## config.mk

```make
export PLATFORM = sky130hd
export DESIGN_NAME = mmss_counter
export DESIGN_NICKNAME = d
export VERILOG_FILES = /design/src/rtl/mmss_pkg.sv /design/src/rtl/mmss_counter_btn_event.sv /design/src/rtl/mmss_counter.sv
export SDC_FILE = /design/constraint.sdc
export NUM_CORES = 1
export LEC_CHECK = 0
export CORE_MARGIN = 2
export CORE_UTILIZATION = 45
export DETAILED_ROUTE_END_ITERATION = 8
export HOLD_SLACK_MARGIN = 0.02
export MAX_ROUTING_LAYER = met4
export PLACE_DENSITY = 0.76
export SYNTH_ARGS = -nofsm -noshare
export SYNTH_HDL_FRONTEND = slang
export SYNTH_HIERARCHICAL = 1
export SYNTH_SLANG_ARGS = --single-unit
```

## constraint.sdc

```tcl
create_clock -name clk -period 1.95 [get_ports clk]
set_input_delay 0.2925 -clock clk [delete_from_list [all_inputs] [get_ports clk]]
set_output_delay 0.2925 -clock clk [all_outputs]
set_load 0.05 [all_outputs]
```

## src/rtl/mmss_pkg.sv

```systemverilog
// Shared definitions for the mm:ss timekeeping block: mode encoding, BCD digit
// limits and a two-digit BCD increment helper.
package mmss_pkg;

  localparam int DIGIT_W = 4;

  typedef enum logic [1:0] {
    MODE_RUN     = 2'd0,
    MODE_PAUSE   = 2'd1,
    MODE_SET_MIN = 2'd2,
    MODE_SET_SEC = 2'd3
  } mode_e;

  localparam logic [DIGIT_W-1:0] SEC_TENS_MAX = 4'd5;
  localparam logic [DIGIT_W-1:0] UNITS_MAX    = 4'd9;

  typedef logic [DIGIT_W-1:0] digit_t;

  typedef struct packed {
    digit_t tens;
    digit_t units;
  } bcd_pair_t;

  function automatic logic pair_max(bcd_pair_t p);
    return (p.tens == SEC_TENS_MAX) && (p.units == UNITS_MAX);
  endfunction

  // 00..59 increment with wrap; minutes and seconds share the same limits.
  function automatic bcd_pair_t pair_inc(bcd_pair_t p);
    bcd_pair_t r;
    r = p;
    if (p.units == UNITS_MAX) begin
      r.units = '0;
      r.tens  = (p.tens == SEC_TENS_MAX) ? '0 : p.tens + 4'd1;
    end else begin
      r.units = p.units + 4'd1;
    end
    return r;
  endfunction

endpackage

```

## src/rtl/mmss_counter_btn_event.sv

```systemverilog
// Button front end: synchronizer, optional stability filter (MMSS_DEBOUNCE_EN),
// and a rising-edge detector producing a one-cycle event.
module btn_event #(
  parameter int SYNC_STAGES = 2
`ifdef MMSS_DEBOUNCE_EN
  , parameter int DEB_CYCLES = 1000000
`endif
) (
  input  logic clk,
  input  logic rst,
  input  logic btn,
  output logic pulse
);

  logic [SYNC_STAGES-1:0] sync;
  logic                   level;
  logic                   prev;

  always_ff @(posedge clk or posedge rst)
    if (rst) sync <= '0;
    else     sync <= {sync[SYNC_STAGES-2:0], btn};

`ifdef MMSS_DEBOUNCE_EN
  localparam int CW = (DEB_CYCLES < 2) ? 1 : $clog2(DEB_CYCLES);
  logic [CW-1:0] cnt;
  logic          stable;

  // Accept the new level only once it has disagreed for DEB_CYCLES straight cycles.
  always_ff @(posedge clk or posedge rst)
    if (rst) begin
      cnt    <= '0;
      stable <= 1'b0;
    end else if (sync[SYNC_STAGES-1] == stable) begin
      cnt <= '0;
    end else if (cnt == CW'(DEB_CYCLES-1)) begin
      stable <= sync[SYNC_STAGES-1];
      cnt    <= '0;
    end else begin
      cnt <= cnt + 1'b1;
    end

  assign level = stable;
`else
  assign level = sync[SYNC_STAGES-1];
`endif

  always_ff @(posedge clk or posedge rst)
    if (rst) prev <= 1'b0;
    else     prev <= level;

  assign pulse = level & ~prev;

endmodule

```

## src/rtl/mmss_counter.sv

```systemverilog
// mm:ss BCD timekeeper with run/pause and manual set modes feeding the 4-digit
// display driver. Optional button debounce is enabled by MMSS_DEBOUNCE_EN.
module mmss_counter
  import mmss_pkg::*;
#(
  parameter int TICK_DIV    = 50000000,
  parameter int SYNC_STAGES = 2,
  parameter int DEB_CYCLES  = 1000000
) (
  input  logic       clk,
  input  logic       rst,
  input  logic       run_btn,
  input  logic       set_btn,
  input  logic       inc_btn,
  output logic [3:0] mX,
  output logic [3:0] mU,
  output logic [3:0] sX,
  output logic [3:0] sU,
  output logic       hour_pulse,
  output logic [1:0] mode
);

  localparam int NUM_BTN = 3;
  localparam int BTN_RUN = 0;
  localparam int BTN_SET = 1;
  localparam int BTN_INC = 2;
  localparam int PW      = (TICK_DIV < 2) ? 1 : $clog2(TICK_DIV);

  logic [NUM_BTN-1:0] btn_raw;
  logic [NUM_BTN-1:0] ev;

  assign btn_raw = {inc_btn, set_btn, run_btn};

  for (genvar i = 0; i < NUM_BTN; i++) begin : g_btn
    btn_event #(
      .SYNC_STAGES(SYNC_STAGES)
`ifdef MMSS_DEBOUNCE_EN
      , .DEB_CYCLES(DEB_CYCLES)
`endif
    ) u_btn (
      .clk  (clk),
      .rst  (rst),
      .btn  (btn_raw[i]),
      .pulse(ev[i])
    );
  end

  mode_e     state, nxt;
  logic [PW-1:0] pre;
  logic      tick;
  bcd_pair_t mins, secs;

  // Prescaler only advances in RUN, so a resume always waits a full TICK_DIV.
  assign tick = (state == MODE_RUN) && (pre == PW'(TICK_DIV-1));

  always_ff @(posedge clk or posedge rst)
    if (rst)                                pre <= '0;
    else if (state != MODE_RUN || tick)     pre <= '0;
    else                                    pre <= pre + 1'b1;

  always_ff @(posedge clk or posedge rst)
    if (rst) state <= MODE_PAUSE;
    else     state <= nxt;

  // set takes priority over run when both fire together
  always_comb begin
    nxt = state;
    case (state)
      MODE_RUN:     if (ev[BTN_SET]) nxt = MODE_SET_MIN;
                    else if (ev[BTN_RUN]) nxt = MODE_PAUSE;
      MODE_PAUSE:   if (ev[BTN_SET]) nxt = MODE_SET_MIN;
                    else if (ev[BTN_RUN]) nxt = MODE_RUN;
      MODE_SET_MIN: if (ev[BTN_SET]) nxt = MODE_SET_SEC;
      MODE_SET_SEC: if (ev[BTN_SET]) nxt = MODE_PAUSE;
      default:      nxt = MODE_PAUSE;
    endcase
  end

  always_comb mode = state;

  always_ff @(posedge clk or posedge rst)
    if (rst) begin
      mins       <= '0;
      secs       <= '0;
      hour_pulse <= 1'b0;
    end else begin
      hour_pulse <= 1'b0;
      if (tick) begin
        secs <= pair_inc(secs);
        if (pair_max(secs)) begin
          mins       <= pair_inc(mins);
          hour_pulse <= pair_max(mins);
        end
      end else if (state == MODE_SET_MIN && ev[BTN_INC]) begin
        mins <= pair_inc(mins);
      end else if (state == MODE_SET_SEC && ev[BTN_INC]) begin
        secs <= pair_inc(secs);
      end
    end

  assign {mX, mU} = mins;
  assign {sX, sU} = secs;

endmodule

```

; ---- Word level (Yosys, flattened, before mapping)
; Cells that the tools add are included.
[word_totals]
regBits = 54
out_inout_bits = 19
wordCells = 73
[classes]
n_addsub = 5
n_eq_ne = 14
muxes = 22
bitwise = 6
n_reduce_logical = 13
[op_table]
columns = op, count
row1 = $mux W8, 6
row2 = $add A26 B1 Y26 const B, 1
row3 = $eq A26 B26 Y1 const B, 1
row4 = $mux W26, 1
row5 = $mux W4, 6
row6 = $add A4 B1 Y4 const B, 4
row7 = $mux W2, 6
row8 = $eq A4 B3 Y1 const B, 2
row9 = $eq A4 B4 Y1 const B, 2
row10 = $pmux W2 S4, 1
row11 = $ne A2 B1 Y1 const B, 3
row12 = $ne A3 B1 Y1 const B, 2
row13 = $reduce_bool A2 Y1, 3
row14 = $logic_and A1 B1 Y1, 5
row15 = $eq A2 B2 Y1 const B, 2
row16 = $reduce_and A2 Y1, 2
row17 = $reduce_and A4 Y1, 1
row18 = $and A1 B1 Y1, 3
row19 = $not A1 Y1, 3
row20 = $eq A2 B1 Y1 const B, 1
row21 = $logic_not A2 Y1, 1
row22 = $mux W1, 2
row23 = $ne A2 B2 Y1 const B, 1
row24 = $logic_or A1 B1 Y1, 1

; ---- Longest topological paths before layout
[depth]
ltp_word = 6
ltp_mapped = 7
depth_no_buf = 6

; ---- By module
; The synthesis kept the hierarchy.
[by_module_without_submodules]
columns = module, n_inst, cells_each, area_per_inst_um2, seq_area_each_um2
row1 = mmss_counter, 1, 245, 2417.3, 1127.3
row2 = btn_event, 3, 5, 92.6, 75.1

; ---- Worst setup path after synthesis
; Ideal clock, no wire load.
[synth_path]
kind = register -> register
startpoint = reg state[0], in the netlist mode[0]
endpoint = reg secs, in the netlist sU[3]
setup_time_ps = 126
t_arrival_ps = 1912
required_time_ps = 1824
slack_ps = -88
path_stages_with_launch = 6
n_path_buf = 2
synth_period_minus_slack_ps = 2038
path_cell_list = dfstp_2 clkbuf_1 and3_1 clkbuf_1 o221ai_2 a221o_1
[synth_via]
elab_chain_cells = 4
word_cells_on_any_way = 10
cone_classes = eq/ne (3) / mux (1) / reduce/logical (6)
[synth_lines]
columns = element, line_no
row1 = "start, declared", mmss_counter.sv:48  ; mode_e state, nxt;
row2 = "start signal, assigned", mmss_counter.sv:63  ; else state <= nxt;
row3 = "$eq A2 B2 Y1, or another cell as far along", mmss_counter.sv:94  ; end else if (state == MODE_SET_MIN && ev[BTN_INC]) begin
row4 = $logic_and A1 B1 Y1 (on tied branches), "mmss_counter.sv:94, mmss_counter.sv:54, mmss_counter.sv:96"
row5 = $ne A2 B2 Y1 (no line) or $reduce_bool A2 Y1 (tied branches), n/a
row6 = $reduce_and A2 Y1 (no line), n/a
row7 = "end signal, assigned", mmss_counter.sv:89  ; secs <= pair_inc(secs);
row8 = "end signal, assigned", mmss_counter.sv:97  ; secs <= pair_inc(secs);
row9 = "end, declared", mmss_counter.sv:51  ; bcd_pair_t mins, secs;
; Parallel ways exist; a longest one is shown, timed or not.
; A chain may end at the register's enable or synchronous reset.

; ---- Final worst setup path
[layout_path]
startpoint = reg secs, in the netlist sU[0]
endpoint = out sU[0]
[layout_lines]
columns = element, line_no
row1 = "end, declared", mmss_counter.sv:18  ; output logic [3:0] sU,
; No word-level cell between the ends.

==> results_dict.tcl <==
set metrics [dict create \
    dr_total_vias 2013 \
    pwr-share-comb 0.366 \
    finalSetupTns_ps 0 \
    seq_area_mm2 0.00136 \
    setup_viol 0 \
    drv_cap 0 \
    diodes 0 \
    min_period_over_period 0.977 \
    fp-row-count 28 \
    period_needed_ps 1910 \
    drt_iter0_markers 100 \
    worstReg2RegEnd "sU[3]" \
    p_leak_nw 1.35 \
    synth_edf_count 0 \
    slew_viol_final 0 \
    pin_count 24 \
    grt_pass1_wl_mm 8.84 \
    p_clk_frac 0.217 \
    path_cells "buf_4 -> clkdlybuf4s50_1" \
    hold_viol_final 0 \
    synth_top_area_cell "dfrtp_1" \
    die-area_mm2 0.00662 \
    drive_gt1_frac 0.204 \
    setup_slack_ps 44.9 \
    async_flop_share 1.00 \
    skew_ps 10.3 \
    netlist_area_mm2 0.00270 \
    syn-instance-count 260 \
    ys_seq_elements 54 \
    syn_to_final_growth_pct 23.0 \
    die_w_um 81.4 \
    cts_buffer_depth 2 \
    cts-root-buf "clkbuf_8" \
    cp.arrival_ps 1610 \
    synthesis.nets 266 \
    synth_fa_ha_area_frac 0.00464 \
    synthDistinctLibCells 50 \
    initial_core_util 0.461 \
    reg2reg_slack_ps 80 \
    path_clk_slew_ps 100 \
    relSlewSlack 0.664 \
    ant_nets 0 \
    synth_compound_area_frac 0.0752 \
    cpMaxStageDelayCell "clkdlybuf4s50_1" \
    drt-total-wl_mm 5.19 \
    clock.fmax_mhz 525 \
    status "completed" \
    place_hpwl_mm 3.76 \
    dieHeight_um 81.4 \
    start_kind "register" \
    synth_mux_area_frac 0.0204 \
    switchingPower_mw 1.31 \
    cpPeakStageDelay_ps 800 \
    hold_class "in -> async" \
    grt_setup_unrepaired "true" \
    synth_top_family_by_area "simple AND/OR/NAND/NOR gates" \
    endpoint_kind "output port" \
    grt-ovfl-total 0 \
    port_buffers 23 \
    synth-main-ff-cell "dfrtp_1" \
    viasPerCell 5.31 \
    wl_per_cell_um 13.7 \
    final_cell_mix "47 x dfrtp_1, 35 x nor2_1, 26 x xnor2_1" \
    p_sw_frac 0.383 \
    clock_sinks 54 \
    setup.worst_path.end "sU[0]" \
    drcViolationCount 0 \
    grt.total_usage 0.177 \
    dp_slack_ps 15.3 \
    worstMarginPinSlew_ps 502 \
    grt_pass1_vias 2018 \
    synth-xor-area-share 0.101 \
    nFillCells 507 \
    rr_worst_depth 5 \
    yosys_warnings 6 \
    crit_required_ps 1660 \
    gp_congestion 0.866 \
    path_class "reg -> out" \
    grt_start_max_net_pins 46 \
    p_int_mw 2.11 \
    final_common_cell "dfrtp_1" \
    syn_avg_cell_area_um2 10.4 \
    clock_latency_ps 310 \
    drt_pass1_iterations 4 \
    p_per_area_mw_per_mm2 1030 \
    critPathLaunch "sU[0]" \
    numCtsBuffers 5 \
    reg2reg_from "pre[16]" \
    final_nets 309 \
    tritoncts "built" \
    ctsHtreeMaxLevel 2 \
    power_frac_seq 0.417 \
    ir_worst_vdd_mv 0.934 \
    core_mm2 0.00585 \
    synth_area_leaders "dfrtp_1 49%, xnor2_1 8.4%, nor2_1 4.9%, nand3_1 2.6%, nor3_1 2.4%" \
    postCtsHoldBufs 0 \
    ys_seq_area_frac 0.502 \
    multi_input_area_mm2 0.00127 \
    path_max_fanout 7 \
    synthSimpleGateAreaFrac 0.261 \
    yosysTopAreaCellShare 0.492 \
    antenna_found_initial 0 \
]
[state kept, by name, indices dropped and copies added, names as in the netlist]
register and count:
hour_pulse 1, mode 2, mX 4, sX 4, g_btn.u_btn/prev 3, pre 26
mU 4, sU 4, g_btn.u_btn/sync 6
[through the flow]
| step | std cells | util | area, um^2 | power [mW] | hold WS (ps) |
|---|---|---|---|---|---|
| after floorplan | 260 | - | 2700 | 2.27 | 46.1 |
| after global placement | 367 | 0.535 | 3130 | 2.68 | 332 |
| after detailed placement | 367 | 0.535 | 3130 | 2.71 | 337 |
| after CTS | 375 | 0.554 | 3240 | 3.45 | 256 |
| after global routing | 379 | 0.567 | 3310 | 3.60 | 264 |
| final | 379 | 0.567 | 3310 | 3.43 | 253 |
[cells by family after synthesis]
family / count (synthesis)
multiplexers: 5
AND/OR/NAND/NOR: 120
XOR/XNOR: 31
adder cells (fa/ha/maj): 1
AO/OA/AOI/OAI: 27
buffers and inverters: 22
flip-flops: 54
[what timing repair did]
item	in CTS	in global routing
gates resized for setup	0	13
setup buffers	0	4
pin swaps	1	6
setup endpoints to repair	1	16
[worst min-delay path by stage]
stage                                         to  cells after the start
after floorplan              g_btn[0].u_btn/prev                      1
after global placement    g_btn[2].u_btn/sync[1]                      0
after detailed placement  g_btn[0].u_btn/sync[1]                      0
after CTS                 g_btn[2].u_btn/sync[0]                      2
after global routing      g_btn[2].u_btn/sync[0]                      2
final                     g_btn[2].u_btn/sync[0]                      2
[Yosys cell counts (4+ instances only)]
| library cell | count |
|---|---|
| dfrtp_1 | 53 |
| nor2_1 | 35 |
| xnor2_1 | 26 |
| nand3_1 | 14 |
| nor3_1 | 13 |
| inv_1 | 12 |
| nand2_1 | 12 |
| nand4_1 | 8 |
| o21ai_0 | 6 |
| xor2_1 | 5 |
| and3_1 | 4 |
| clkbuf_1 | 4 |
| mux2_2 | 4 |
| nor2b_1 | 4 |
[power by group through the flow]
stage / clock, mW / sequential [mW] / combinational, mW
global route: 0.802 / 1.46 / 1.34
CTS: 0.759 / 1.44 / 1.25
floorplan: 0 / 1.89 / 0.384
finish: 0.745 / 1.43 / 1.25
detailed placement: 0 / 1.46 / 1.25
global placement: 0 / 1.45 / 1.23
[worst max-delay path, delay by kind of cell (launching register included)]
family	cells	cell delay, ps
flops	1	360
buf+inv	2	940
[layer usage]
metal / track usage / vias to the layer above / routed length (um)
met5: - / - / 0
met4: 0.0542 / 0 / 69
met3: 0.0333 / 8 / 135
met2: 0.298 / 34 / 2550
met1: 0.216 / 982 / 2440
li1: - / 989 / -
[final cells by class]
| cell class | instances | share of cell area |
|---|---|---|
| clock buffers | 6 | 0.0219 |
| clock inverters | 2 | 0.0113 |
| inverters | 12 | 0.0136 |
| multi-input cells | 184 | 0.384 |
| flip-flops and latches | 54 | 0.410 |
| well taps | 75 | 0.0283 |
| repair buffers | 46 | 0.131 |
Power figures use the tool's default switching activity.
